## config.mk

```make
export PLATFORM = sky130hd
export DESIGN_NAME = mem_transmitter
export DESIGN_NICKNAME = d
export VERILOG_FILES = /design/src/rtl/mem_transmitter.sv
export SDC_FILE = /design/constraint.sdc
export NUM_CORES = 1
export LEC_CHECK = 0
export BUFFER_PORTS_ARGS = -buffer_cell sky130_fd_sc_hd__buf_2
export CORE_UTILIZATION = 53
export DETAILED_ROUTE_END_ITERATION = 8
export GPL_ROUTABILITY_DRIVEN = 0
export GPL_TIMING_DRIVEN = 1
export PLACE_DENSITY_LB_ADDON = 0.1
export RECOVER_POWER = 50
export SKIP_CTS_REPAIR_TIMING = 1
export SYNTH_ARGS = -nofsm -noshare
export SYNTH_HDL_FRONTEND = slang
export SYNTH_SLANG_ARGS = --single-unit
```

## constraint.sdc

```tcl
create_clock -name clk -period 3.2 [get_ports clk]
set_clock_uncertainty 0.05 [all_clocks]
set_input_delay 0 -clock clk [delete_from_list [all_inputs] [get_ports clk]]
set_output_delay 0 -clock clk [all_outputs]
set_load 0.05 [all_outputs]
```

## src/rtl/mem_transmitter.sv

```systemverilog
// Store-path aligner: turns one SB/SH/SW request into one or two word-aligned byte-enabled write beats.
// Optional feature macro: MEM_TX_SPLIT_EN (defined = split word-crossing stores into two beats).
module mem_transmitter #(
  parameter int ADDR_W = 32
) (
  input  logic              clk,
  input  logic              rst_n,
  input  logic              req_valid,
  output logic              req_ready,
  input  logic [ADDR_W-1:0] req_addr,
  input  logic [31:0]       req_data,
  input  logic [2:0]        req_func3,
  output logic              mem_valid,
  input  logic              mem_ready,
  output logic [ADDR_W-1:0] mem_addr,
  output logic [31:0]       mem_wdata,
  output logic [3:0]        mem_be,
  output logic              busy,
  output logic              store_err
);

  localparam logic [1:0] IDLE  = 2'd0;
  localparam logic [1:0] BEAT0 = 2'd1;
  localparam logic [1:0] BEAT1 = 2'd2;
  localparam logic [1:0] ERR   = 2'd3;

  logic [1:0]        state_q, state_d;
  logic [ADDR_W-1:0] addr_q, addr_d;
  logic [31:0]       wdata_q, wdata_d;
  logic [3:0]        be_q, be_d;

  logic [1:0] off;
  logic [3:0] mask;
  logic [7:0] wide_be;
  logic       legal;
  logic       crossing;
  logic       reject;
  logic       accept;

`ifdef MEM_TX_SPLIT_EN
  logic [63:0] wide_data;
  logic [31:0] hi_data_q, hi_data_d;
  logic [3:0]  hi_be_q, hi_be_d;
  logic        cross_q, cross_d;
`else
  logic [31:0] wide_data;
`endif

  assign off       = req_addr[1:0];
  assign req_ready = (state_q == IDLE);
  assign busy      = (state_q != IDLE);
  assign store_err = (state_q == ERR);
  assign mem_valid = (state_q == BEAT0) || (state_q == BEAT1);
  assign mem_addr  = addr_q;
  assign mem_wdata = wdata_q;
  assign mem_be    = be_q;
  assign accept    = req_valid & req_ready;

  always_comb begin
    mask  = 4'b0000;
    legal = 1'b1;
    case (req_func3)
      3'b000:  mask = 4'b0001;
      3'b001:  mask = 4'b0011;
      3'b010:  mask = 4'b1111;
      default: legal = 1'b0;
    endcase
  end

`ifdef MEM_TX_SPLIT_EN
  assign wide_data = {32'b0, req_data} << {off, 3'b000};
`else
  assign wide_data = req_data << {off, 3'b000};
`endif
  assign wide_be  = {4'b0000, mask} << off;
  assign crossing = (wide_be[7:4] != 4'b0000);
`ifdef MEM_TX_SPLIT_EN
  assign reject   = !legal;
`else
  assign reject   = !legal || crossing;
`endif

  // Beat registers are zero whenever no beat is offered, and hold while the memory stalls.
  always_comb begin
    state_d = state_q;
    addr_d  = addr_q;
    wdata_d = wdata_q;
    be_d    = be_q;
`ifdef MEM_TX_SPLIT_EN
    hi_data_d = hi_data_q;
    hi_be_d   = hi_be_q;
    cross_d   = cross_q;
`endif
    case (state_q)
      IDLE: begin
        if (accept) begin
          if (reject) begin
            state_d = ERR;
          end else begin
            state_d = BEAT0;
            addr_d  = {req_addr[ADDR_W-1:2], 2'b00};
            wdata_d = wide_data[31:0];
            be_d    = wide_be[3:0];
`ifdef MEM_TX_SPLIT_EN
            hi_data_d = wide_data[63:32];
            hi_be_d   = wide_be[7:4];
            cross_d   = crossing;
`endif
          end
        end
      end
      BEAT0: begin
        if (mem_ready) begin
          state_d = IDLE;
          addr_d  = '0;
          wdata_d = '0;
          be_d    = '0;
`ifdef MEM_TX_SPLIT_EN
          if (cross_q) begin
            state_d = BEAT1;
            addr_d  = addr_q + ADDR_W'(4);
            wdata_d = hi_data_q;
            be_d    = hi_be_q;
          end
`endif
        end
      end
`ifdef MEM_TX_SPLIT_EN
      BEAT1: begin
        if (mem_ready) begin
          state_d = IDLE;
          addr_d  = '0;
          wdata_d = '0;
          be_d    = '0;
        end
      end
`endif
      default: begin
        state_d = IDLE;
        addr_d  = '0;
        wdata_d = '0;
        be_d    = '0;
      end
    endcase
  end

  always_ff @(posedge clk or negedge rst_n) begin
    if (!rst_n) begin
      state_q <= IDLE;
      addr_q  <= '0;
      wdata_q <= '0;
      be_q    <= '0;
`ifdef MEM_TX_SPLIT_EN
      hi_data_q <= '0;
      hi_be_q   <= '0;
      cross_q   <= 1'b0;
`endif
    end else begin
      state_q <= state_d;
      addr_q  <= addr_d;
      wdata_q <= wdata_d;
      be_q    <= be_d;
`ifdef MEM_TX_SPLIT_EN
      hi_data_q <= hi_data_d;
      hi_be_q   <= hi_be_d;
      cross_q   <= cross_d;
`endif
    end
  end

endmodule

```

==> summary.txt, run 1 <==
Die
  • DIE WIDTH: 84.8 um
  • Rows: 29
  • Starting density of the core: around 56%
  • # IOs: 143
  • Die Area: 7200 um^2
  • Chip height: ~85 um
  • Core ar.: 6490 um^2

Route
  • Post-Route WL: roughly 10,000 um
  • Post-route DRC: 8
  • Routed WL per cell: 16.4 um
  • Final antenna-violating net count: 0
  • Drt pass-1 iters: 7
  • Via count: 3,677
  • Post-DR vias/cell: ~5.8
  • DR iter-0 viols: 271

Clock tree
  • TritonCTS clock tree: yes
  • Cts bufs inserted: 9
  • CTS Sinks: 68
  • CTS clk-pin slew, worst paths: around 0.06 ns
  • Worst-skew pair later-pin latency: 0.34 ns
  • CTS HTree Levels: 3
  • Clock root cell: clkbuf_8
  • Clk buf depth: 2

Global route
  • Total gr overflow: 0
  • Vias in the first global route: 3,301
  • Total GRT Usage: between 20 and 30%
  • Global-route wire length before repair: 16,100 um
  • Initial antenna violation count: 0
  • Largest net degree at the start of global routing: 60

Placed design
  • Dpl hpwl: just under 7000 um
  • IO Port Bufs: 140
  • Placed cell count: 579

Yosys
  • Seq cells post-synth: 68
  • Ys Warns: 0
  • Share of synthesized flip-flops with an asynchronous set or reset: 100%
  • Post-synth EDFFs: 0
  • Sequential share of the synthesized area: between 40% and 50%
  • Post-Syn Area: approximately 3600 um^2
  • Post-Synthesis Cells: a little under 400
  • Main flop type after synthesis: dfrtp_1
  • Post-synthesis average cell area: 9.35 um^2
  • Yosys cell types: 36

Status
  • Failing checks: design-rule violations, negative hold slack
  • Status: finished with violations

Pwr
  • VDD IR max: 0.000520 V
  • Power Density: 791 nW/um^2
  • Total leakage power: 2.30 nW

STA
  • Count of pins over their slew limit: 0
  • Worst slew pin tran: 1.29 ns
  • TNS Setup: 0 ns
  • Crit share post-route: 72.4%
  • Worst hold slack: -0.0352 ns
  • Setup-failing EPs final: 0
  • Fmax: 432 MHz
  • Relative slew margins: 14.0%
  • Final hold vios: 3
  • Min Clock Period, post-route: around 2.3 ns
  • RSZ-0062 raised after global routing: no

Setup path
  • WS Path Type: register to primary output
  • CP arrival: 2.27 ns
  • Max FO, Critical Path: 59
  • Startpoint Class: register
  • FF-to-FF setup slack: 1.07 ns
  • WP data required: 3.15 ns
  • Setup crit end kind: primary output

Final layout
  • Fraction of layout cells with a size suffix above 1: 19.9%
  • Fin util: 75.1%
  • NumNets Final: roughly 630
  • # diodes: 0
  • Layout area overhead: 34.1%
  • Final std cells w/o fill: approximately 640

Run
  • Max Cap Violations: 0

Worst hold path
  • HP Class: input pin to register
## registers in the layout, summed over array words and instances (netlist names)
| signal | count |
|---|---|
| mem_addr | 30 |
| state_q | 2 |
| mem_be | 4 |
| mem_wdata | 32 |
## cell usage after synthesis (2+ instances only)
cell type | instances | share of area [%]
buf_2 | 3 | 0.41
inv_1 | 4 | 0.41
nor3_1 | 2 | 0.28
clkbuf_1 | 28 | 2.9
buf_4 | 2 | 0.41
nor2b_1 | 2 | 0.34
a22o_1 | 17 | 4.1
nor2_1 | 22 | 2.3
mux2i_1 | 16 | 4.4
a21o_1 | 3 | 0.62
and2_1 | 46 | 7.9
dfrtp_1 | 68 | 47
nand2_1 | 32 | 3.3
a21oi_1 | 16 | 2.2
o31ai_1 | 15 | 3.1
a31oi_1 | 46 | 7.9
buf_1 | 2 | 0.21
buf_6 | 2 | 0.62
ha_1 | 3 | 1.0
o21ai_0 | 36 | 5.0
mux2_2 | 9 | 2.8
## cell families (layout without fill, tap and decap cells)
kind of cell,Yosys count,count (layout),synth area share [%]
AO/OA/AOI/OAI,139,139,24.3
adder cells (fa/ha/maj),3,3,1.03
buffers and inverters,42,211,5.06
flip-flops,68,68,46.8
multiplexers,25,25,7.19
other,1,2,0.103
AND/OR/NAND/NOR,111,111,15.5
## layer usage
metal / vias up / routed length, um / track usage, %
li1: 1733 / - / -
met1: 1770 / 4350 / 37.9
met2: 158 / 5290 / 47.8
met3: 16 / 630 / 5.45
met4: 0 / 180 / 10.2
met5: - / 0 / 0
## cell usage in the layout, fill, tap and decap left out, types with 2 or more instances in the layout
cell and count:
a21o_1 3, a21oi_1 16, a22o_1 17, a31oi_1 46, and2_1 46, buf_2 76
buf_4 8, clkbuf_1 66, clkbuf_8 11, clkinv_2 2, conb_1 2, dfrtp_1 68
dlygate4sd3_1 41, ha_1 2, inv_1 4, mux2_2 9, mux2i_1 16, nand2_1 32
nor2_1 22, nor3_1 2, o21ai_0 36, o31ai_1 15
## power by group
part,internal (mW),leakage (nW),switching [mW]
combinational,0.435,1.27,1.50
clock,0.400,0.102,0.318
sequential,1.06,0.932,0.148
## worst max-delay path, stage by stage (launching register included)
cell     delay (ns)
dfrtp_1        0.40
inv_1          0.09
ha_2           0.49
buf_4          0.56
buf_2          0.37
## layout make-up
class	count	area (um^2)
clock buffer	12	155
clock inverter	4	47.5
fill	527	1620
inverter	5	18.8
multi-input combinational	280	1760
sequential	68	1700
tap	77	96.3
timing repair buffer	190	1090
## path summary, 6_finish.rpt
check / start / to / depth (start not counted)
worst min-delay path: req_valid / state_q[1]$_DFFE_PN0P_ / 4
max in group asynchronous: rst_n / mem_wdata[27]$_DFFE_PN0P_ / 3
worst min register to register: mem_be[0]$_DFFE_PN0P_ / mem_be[0]$_DFFE_PN0P_ / 1
worst max-delay path: state_q[1]$_DFFE_PN0P_ / req_ready / 4
worst max register to register: state_q[1]$_DFFE_PN0P_ / mem_wdata[2]$_DFFE_PN0P_ / 6
min in group asynchronous: rst_n / mem_addr[10]$_DFFE_PN0P_ / 2
## stage by stage
stage	area, um^2	total power [mW]	setup slack [ns]	hold slack, ns
after floorplan	3640	2.66	1.03	-0.346
after global placement	4350	3.10	1.08	-0.0423
after detailed placement	4350	3.14	1.03	-0.0406
after CTS	4550	3.86	0.889	-0.421
after global routing	4870	4.05	0.731	0.00768
final	4870	3.85	0.883	-0.0352
(Power assumes the default switching activity.)
==> run 2: changes to the inputs <==
Settings changed: CORE_UTILIZATION 53 to 49.
Clock period 3.2 ns to 2.15 ns, I/O delays scaled along.
==> summary.txt, run 2 (synthesis gave the netlist of run 1 again) <==
Route
  • Drt pass-1 iters: 4 (-3)
  • Final antenna-violating net count: 0 (unchanged)
  • Via count: 3,555 (-3.3%)
  • Post-route DRC: 0 (-8)
  • Post-Route WL: 10,300 um (-1.5%)
  • Post-DR vias/cell: 5.37 (-7.1%)
  • Routed WL per cell: 15.5 um (-5.4%)
  • DR iter-0 viols: 170 (-37%)

Global route
  • Initial antenna violation count: 0 (unchanged)
  • Global-route wire length before repair: 14,700 um (-8.6%)
  • Largest net degree at the start of global routing: 61 (+1.7%)
  • Total gr overflow: 0 (unchanged)
  • Total GRT Usage: 24.9% (-3.8 points)
  • Vias in the first global route: 3,002 (-9.1%)

STA
  • Final hold vios: 2 (-1)
  • Relative slew margins: -14.0% (-28 points)
  • Min Clock Period, post-route: 2.01 ns
  • Crit share post-route: 93.3%
  • Worst hold slack: -0.0215 ns (+0.0138 ns)
  • Count of pins over their slew limit: 31 (+31)
  • RSZ-0062 raised after global routing: no
  • TNS Setup: 0 ns (unchanged)
  • Worst slew pin tran: 1.71 ns (+0.420 ns)
  • Fmax: 499 MHz
  • Setup-failing EPs final: 0 (unchanged)

Setup path
  • Critical path's largest stage delay: 0.54 ns (-0.02 ns)
  • Max FO, Critical Path: 26 (-56%)
  • CP delay by family, top: buffers and inverters
  • WP data required: 2.34 ns (-0.81 ns)
  • Startpoint Class: input pin
  • R2r worst-path depth: 6 (unchanged)
  • Worst path depth: 7 (+3)
  • Cell chain of the critical path: dlygate4sd3_1 -> buf_2 -> or3b_1 -> o32a_2 -> or2_1 -> buf_4 -> o31ai_1
  • Setup crit end kind: register
  • WS Path Type: input pin to register
  • WP buf/inv: 3 (unchanged)
  • CP max-delay cell: dlygate4sd3_1
  • CP arrival: 2.19 ns (-0.08 ns)

Worst hold path
  • HP Class: input pin to register
  • Hold Path Depth: 4 (unchanged)

Final layout
  • Max FFs per register: 32 (unchanged)
  • Fraction of layout cells with a size suffix above 1: 20.2% (+0.39 points)
  • Most common cell after layout, fill and taps aside: buf_2
  • Multi-input gate area: 1760 um^2 (unchanged)
  • Most frequent cells in the layout: 73 x buf_2, 68 x clkbuf_1, 68 x dfrtp_1
  • Layout area overhead: 35.7%
  • Fillers: 635 (+20%)
  • NumNets Final: 632 (+0.64%)
  • Register area: 1700 um^2 (unchanged)
  • # diodes: 0 (unchanged)

Die
  • Chip height: 88.1 um (+3.9%)
  • Die Area: 7770 um^2 (+8.0%)
  • Starting density of the core: 50.4% (-5.6 points)
  • Rows: 31 (+6.9%)
  • # IOs: 143 (unchanged)
  • Core ar.: 7210 um^2 (+11%)
  • DIE WIDTH: 88.1 um (+3.9%)

Status
  • Status: finished with violations
  • Failing checks: negative hold slack, max-capacitance violations, max-slew violations

Clock tree
  • CTS clk-pin slew, worst paths: 0.07 ns (about the same)
  • Worst-skew pair later-pin latency: 0.33 ns (about the same)
  • CTS Sinks: 68 (unchanged)
  • Clk buf depth: 2 (unchanged)
  • Clock root cell: clkbuf_8
  • Cts bufs inserted: 9 (unchanged)
  • TritonCTS clock tree: yes
  • CTS HTree Levels: 3 (unchanged)

Placed design
  • IO Port Bufs: 140 (unchanged)
  • Dpl hpwl: 6810 um (+0.33%)

Pwr
  • Total leakage power: 2.32 nW (+0.55%)
  • Power Density: 1170 nW/um^2 (+48%)
  • VDD IR max: 0.000611 V (+17%)

Run
  • Max Cap Violations: 1 (+1)
[run 2: changes by cell type in the layout (fill, tap and decap cells not counted), sizes merged]
cell	delta
buf	+3
clkbuf	+2
dlygate4sd3	-1
[run 2: tightest hold or removal path: cells and delay by family]
kind,cells,cell delay [ns]
compound gates,2,0.14
simple gates,1,0.07
buf+inv,1,0.11
[run 2: metrics by stage]
stage	cells	utilization, %	total power, mW	setup WS [ns]	instance area, um^2
6_report	662	68.4	5.76	0.145	4930
5_1_grt	662	68.4	6.05	0.0000375	4930
4_1_cts	622	64.1	5.79	0.213	4630
3_5_place_dp	606	61.3	4.72	0.324	4420
3_3_place_gp	606	61.3	4.67	0.387	4420
2_1_floorplan	390	-	3.97	0.203	3640
[run 2: layout make-up]
class	instances	share of cell area, %
Inverter	5	0.380
Tap cell	99	2.51
Sequential cell	68	34.5
Clock buffer	12	3.14
Multi-Input combinational cell	280	35.7
Clock inverter	4	0.964
Timing Repair Buffer	194	22.8
[run 2: path summary, 6_finish.rpt]
| kind | from | to | slack [ns] |
|---|---|---|---|
| worst max-delay path | req_func3[2] | mem_wdata[17]$_DFFE_PN0P_ | 0.14 |
| worst min-delay path | req_valid | state_q[1]$_DFFE_PN0P_ | -0.02 |
| worst max register to register | state_q[0]$_DFFE_PN0P_ | mem_wdata[17]$_DFFE_PN0P_ | 0.30 |
| worst min register to register | mem_be[0]$_DFFE_PN0P_ | mem_be[0]$_DFFE_PN0P_ | 0.45 |
| max in group asynchronous | rst_n | mem_wdata[13]$_DFFE_PN0P_ | 0.35 |
| min in group asynchronous | rst_n | mem_addr[23]$_DFFE_PN0P_ | 0.59 |
[run 2: report_power, final]
part,switching (mW),internal (mW)
clock network,0.477,0.596
logic,2.24,0.668
registers,0.211,1.57
[run 2: per-layer routing]
layer	vias to the layer above	track usage, %	part of all wire (%)	wire (um)
met4	0	6.60	1.2	120
met5	-	0	0	0
met1	1683	32.4	45	4650
met3	10	6.31	5.0	512
met2	117	41.5	49	5010
li1	1745	-	-	-
